[src/rtl/fifo_stream_reader.sv]
// fifo_stream_reader: drains a first-word-fall-through FIFO into a valid/ready stream through a registered skid buffer
// Ports: clk/rst (sync, active-high); fifo_empty/fifo_data/fifo_pop face the FIFO;
// m_valid/m_ready/m_data form the output stream; occupancy = words buffered; pop_count = pops since reset.
module fifo_stream_reader #(
  parameter int WIDTH = 8,
  parameter int SKID_DEPTH = 2,
  parameter int CNT_W = 16
) (
  input  logic                          clk,
  input  logic                          rst,
  input  logic                          fifo_empty,
  input  logic [WIDTH-1:0]              fifo_data,
  output logic                          fifo_pop,
  output logic                          m_valid,
  input  logic                          m_ready,
  output logic [WIDTH-1:0]              m_data,
  output logic [$clog2(SKID_DEPTH):0]   occupancy,
  output logic [CNT_W-1:0]              pop_count
);
  localparam int AW = $clog2(SKID_DEPTH);
  localparam logic [AW:0] FULL = (AW+1)'(SKID_DEPTH);
  logic [AW:0] cnt;
  logic [AW-1:0] wr_ptr, rd_ptr;
  logic [WIDTH-1:0] entry [SKID_DEPTH];
  logic xfer;
  // pop depends only on buffer fill, never on m_ready, so there is no ready-to-pop path
  assign fifo_pop = !rst && !fifo_empty && (cnt < FULL);
  assign m_valid = cnt != '0;
  assign m_data = entry[rd_ptr];
  assign occupancy = cnt;
  assign xfer = m_valid && m_ready;
  always_ff @(posedge clk) begin
    if (rst) begin
      cnt <= '0;
      wr_ptr <= '0;
      rd_ptr <= '0;
      pop_count <= '0;
      for (int i = 0; i < SKID_DEPTH; i++) entry[i] <= '0;
    end else begin
      if (fifo_pop) begin
        entry[wr_ptr] <= fifo_data;
        wr_ptr <= wr_ptr + 1'b1;
      end
      if (xfer) rd_ptr <= rd_ptr + 1'b1;
      if (fifo_pop && !xfer) cnt <= cnt + 1'b1;
      else if (xfer && !fifo_pop) cnt <= cnt - 1'b1;
      pop_count <= pop_count + CNT_W'(fifo_pop);
    end
  end
endmodule

[config.mk]
export PLATFORM = sky130hd
export DESIGN_NAME = fifo_stream_reader
export DESIGN_NICKNAME = d
export VERILOG_FILES = /design/src/rtl/fifo_stream_reader.sv
export SDC_FILE = /design/constraint.sdc
export NUM_CORES = 1
export LEC_CHECK = 0
export ABC_CLOCK_PERIOD_IN_PS = 2900
export CORE_MARGIN = 5
export CORE_UTILIZATION = 48
export CTS_CLUSTER_DIAMETER = 60
export DETAILED_ROUTE_END_ITERATION = 16
export PLACE_DENSITY_LB_ADDON = 0.2
export RECOVER_POWER = 25
export SLEW_MARGIN = 20
export SYNTH_ARGS = -nofsm -noshare
export SYNTH_HDL_FRONTEND = slang
export SYNTH_SLANG_ARGS = --single-unit
export TNS_END_PERCENT = 10
[constraint.sdc]
create_clock -name clk -period 2.9 [get_ports clk]
set_clock_uncertainty 0.15 [all_clocks]
set_input_delay 0.58 -clock clk [delete_from_list [all_inputs] [get_ports clk]]
set_output_delay 0.58 -clock clk [all_outputs]
set_load 0.02 [all_outputs]
After elaboration in Yosys (flattened, before gate mapping) --
Memory sizes are Yosys's and may differ from the RTL's. A register that Yosys moved wholly into a read port is not among the register bits. Index checks and enable logic that the tools add are counted.
Cells by class: mux-type cells 12, add/subtract/negate cells 5, magnitude comparators 1, reduce and logical (&&, ||, !) cells 12
Operator list (number):
- 16-bit by 1-bit adder with 16-bit output | 1
- 1-bit 2-to-1 mux | 9
- 8-bit 2-to-1 mux | 1
- 8-bit OR reduction | 1
- 1-bit logical AND | 5
- 1-bit logical NOT | 4
- 2-bit 2-to-1 mux | 2
- 2-bit nonzero test | 2
- 1-bit adder, second input constant | 2
- 2-bit by 1-bit adder with 2-bit output, second input constant | 1
- 2-bit < comparator, second input constant | 1
- 2-bit by 1-bit subtractor with 2-bit output, second input constant | 1
Word-level totals: output and inout bits 28, RAM bits 16, bits in registers 20, memories kept 1, word-level logic and storage cells 35
Memories:
- entry | depth 2, bits a word 8, read ports 1, clocked after Yosys merged registers in 1, wr ports 2, line 24 | logic [WIDTH-1:0] entry [SKID_DEPTH];

Depth between registers and ports, before layout --
word-level depth 8, gate-level depth with buffers 8, mapped depth without buffers 7

Worst setup path after synthesis --
OpenSTA, ideal clock, no wires.
kind input to register, from input port fifo_empty, to register pop_count[14], library setup time 129 ps, path slack 257 ps, required time 2621 ps, arrival 2365 ps, stages 8, cells stage by stage nor3_1 clkbuf_1 ha_1 ha_1 nand4_2 nor4_2 xnor2_1 nor2_1
On the way: cells in the longest elaborated chain, start to end 4
RTL lines:
- start: declaration | line 11 | input logic fifo_empty,
- 1-bit logical NOT | line 27 | assign fifo_pop = !rst && !fifo_empty && (cnt < FULL);
- 1-bit logical AND (2 in a row) | line 27
- net fifo_pop | line 13 | output logic fifo_pop,
- 16-bit by 1-bit adder with 16-bit output | line 47 | pop_count <= pop_count + CNT_W'(fifo_pop);
- end signal: assignment | line 47
- end: declaration | line 18 | output logic [CNT_W-1:0] pop_count
The timed path passes the listed nets, and every way through them passes these cells. A chain may end at the register's enable or synchronous reset.

Worst setup path after layout --
from input port rst, to output port fifo_pop
On the way: cells in the longest elaborated chain, start to end 3
RTL lines:
- start: declaration | line 10 | input logic rst,
- 1-bit logical NOT | line 27
- 1-bit logical AND (2 in a row) | line 27
- end: declaration | line 13
No other way between the ends.

==> impl_metrics.toml <==
[finish]
area_growth_pct = 30.27
fin_nets = 205
fin_util = 0.6423
n_antenna_cell = 0
drive_gt1_frac = 0.1309

[clock_tree]
insertion_delay_ns = 0.34
cts.path.max_buffers = 2
cts-htree-levels = 2
cts_sinks = 37
clk_pin_slew_ns = 0.10
cts_hold_buf = 0
cts_tree = "done"
cts_setup_buffers = 0
cts_buffers = 5
post_cts_resized = 0
cts-root-buf = "clkbuf_4"

[pwr]
max-vdd-ir-drop_mv = 0.5679
swShare = 0.3044
internal_power_mw = 0.9171
pwr-share-comb = 0.310
power_per_cell_area_nw_per_um2 = 615.1
p_seq_frac = 0.498
power.switching_mw = 0.4013
total_power_mw = 1.318
p_leak_nw = 0.8008
power_frac_clock = 0.192

[sta]
fin_setup_tns_ns = 0
finalSetupViolCount = 0
slew_headroom = 0.2968
period_minus_slack_ns = 2.760
finalCritPeriodShare = 0.9518
tightest_slew_ns = 1.055
timing.fmax_mhz = 362.3
rsz0062_at_grt = "false"
slew_viol_final = 0
whs_ns = 0.3692
hold_viol = 0

[synthesis]
synth_nets = 159
ys_seq_elements = 37
synth-adder-area-share = 0.02281
synthArstFlopShare = 0
synthXorXnorAreaFrac = 0.08517
yosysUniqueCellTypes = 29
synth_top_family_by_area = "simple AND/OR/NAND/NOR gates"
ys.flop_type = "dfxtp_1"
yosys.area_share.simple = 0.2426
yosys-mux-area-fraction = 0.05475
synth-seq-area-share = 0.5475
avgSynthCellArea_sq_um = 11.43
synth_edf_count = 16
synthCells = 144
synth_area_sq_um = 1645
synth_compound_area_frac = 0.02433
yosys_warnings = 0

[critical_path]
critPathBufInv = 3
reg2reg_depth = 8
reg2reg_setup_slack_ns = 0.83
crit_chain = "dlygate4sd3_1 > nor3_1 > buf_4 > clkdlybuf4s50_1"
crit_start = "rst"
arrival_ns = 2.03
crit_type = "input pin to output pin"
required_ns = 2.17
cp_slowest_stage_delay_ns = 0.61
path_max_fanout = 4
path_depth = 4
cp-start-kind = "input pin"
cp-end-kind = "output pin"
crit_end = "fifo_pop"
cpLargestDelayFamily = "buffers and inverters"
r2r_start = "occupancy[1]"
cp_slowest_cell = "clkdlybuf4s50_1"
r2r-end = "pop_count[14]"

[global_routing]
grtUsageTotal = 0.1526
gr-usage-met3 = 0.05186
grt_max_degree = 25
gr-usage-met1 = 0.1916
use_met2 = 0.2336
top_usage_layer = "met2"
grt_pass1_wl_microns = 5264
grt_remaining_overflow = 0
grt_pass1_vias = 1160
antenna_found_initial = 0

[route]
drtIter0Drc = 37
drc = 0
routed_wl_microns = 3180
dr.pass1.iters = 4
dr_total_vias = 1171
avgViaCountPerCell = 4.941
wl_per_cell_microns = 13.42
antenna_left = 0

[placed_design]
io_buffers = 39
dp_hpwl_microns = 2299
gp_congestion = 0.7738

[die]
rows = 21
die_area_sq_um = 4698
die_w_microns = 68.55
initial_core_util = 0.4931
die_height_microns = 68.55
floorplan.io_pins = 40
coreArea_sq_um = 3337

[flow_run]
cap_violations = 0

[hold_path]
hold_class = "flop to flop"

[outcome]
status = "complete, no violations"
[routing by layer]
layer	vias up	part of all wire
li1	591	-
met1	549	0.46
met2	26	0.46
met3	5	0.058
met4	0	0.016
met5	-	0
[per-stage QoR]
| step | area, sq um | worst slack, ns | std cells |
|---|---|---|---|
| 6_report | 2143 | 0.1398 | 237 |
| 5_1_grt | 2143 | 0.09686 | 237 |
| 4_1_cts | 2161 | 0.1954 | 237 |
| 3_5_place_dp | 2112 | 0.1999 | 229 |
| 3_3_place_gp | 2112 | 0.2116 | 229 |
| 2_1_floorplan | 1645 | 0.2567 | 144 |
[kinds of logic (layout without fill, tap and decap cells)]
logic type | count (synthesis) | in the layout
and+or+nand+nor | 63 | 63
DFF | 37 | 37
xor gates and xnor gates | 16 | 16
buffers and inverters | 10 | 57
muxes | 8 | 8
AOI/OAI and AO/OA | 7 | 7
adders and majority gates | 3 | 3
[flip-flops by register name (all words and copies together) (netlist names), named ones only]
| name | cells |
|---|---|
| occupancy | 2 |
| rd_ptr | 1 |
| pop_count | 16 |
| wr_ptr | 1 |
| entry | 16 |
[worst register-to-register path, delay by kind of cell, from the launching register on]
family / cells / cell delay, ns
adder cells (fa/ha/maj): 2 / 0.39
XOR/XNOR: 1 / 0.16
flip-flops: 1 / 0.37
buffers and inverters: 1 / 0.15
AND/OR/NAND/NOR: 4 / 0.73
[worst min-delay path by stage]
| stage | start | to | slack, ns | depth (start not counted) |
|---|---|---|---|---|
| finish | rd_ptr | rd_ptr | 0.37 | 2 |
| global placement | rd_ptr | rd_ptr | 0.34 | 2 |
| detailed placement | rd_ptr | rd_ptr | 0.34 | 2 |
| CTS | rd_ptr | rd_ptr | 0.37 | 2 |
| floorplan | rd_ptr | flop | 0.32 | 2 |
| global route | rd_ptr | rd_ptr | 0.40 | 2 |
[cell type report]
cell class / count / area [sq um]
clock buffer: 8 / 48.80
fill: 295 / 1194
inverter: 5 / 18.77
multi-input combinational: 97 / 700.7
sequential: 37 / 900.9
tap: 46 / 57.56
timing repair buffer: 44 / 416.7
[power by group through the flow]
stage	Sequential (mW)	Combinational (mW)	Clock [mW]
after floorplan	0.664	0.237	0
after global placement	0.668	0.414	0
after detailed placement	0.671	0.418	0
after CTS	0.659	0.421	0.258
after global routing	0.666	0.442	0.285
final	0.657	0.409	0.253
[layout by cell type, fill, tap and decap left out, drive strengths merged, types with 3 or more instances in the layout]
cell	Yosys	routed
clkdlybuf4s50	0	38
and3	8	8
clkbuf	5	11
dfxtp	21	21
inv	5	5
a21oi	3	3
xor2	4	4
and2	8	8
nand2	4	4
edfxtp	16	16
ha	3	3
nor3	6	6
xnor2	12	12
nor4	4	4
nor2	18	18
mux2	8	8
nand4	4	4
nand3	5	5
[cells in the mapped netlist (all sizes together), types with 5 or more instances]
cell,number,area (sq um)
and2,8,50.05
mux2,8,90.09
and3,8,50.05
nor2,18,70.07
xnor2,12,105.1
edfxtp,16,480.5
dfxtp,21,420.4
clkbuf,5,18.77
inv,5,18.76
nand3,5,25.02
nor3,6,40.04
Power figures use the tool's default switching activity.
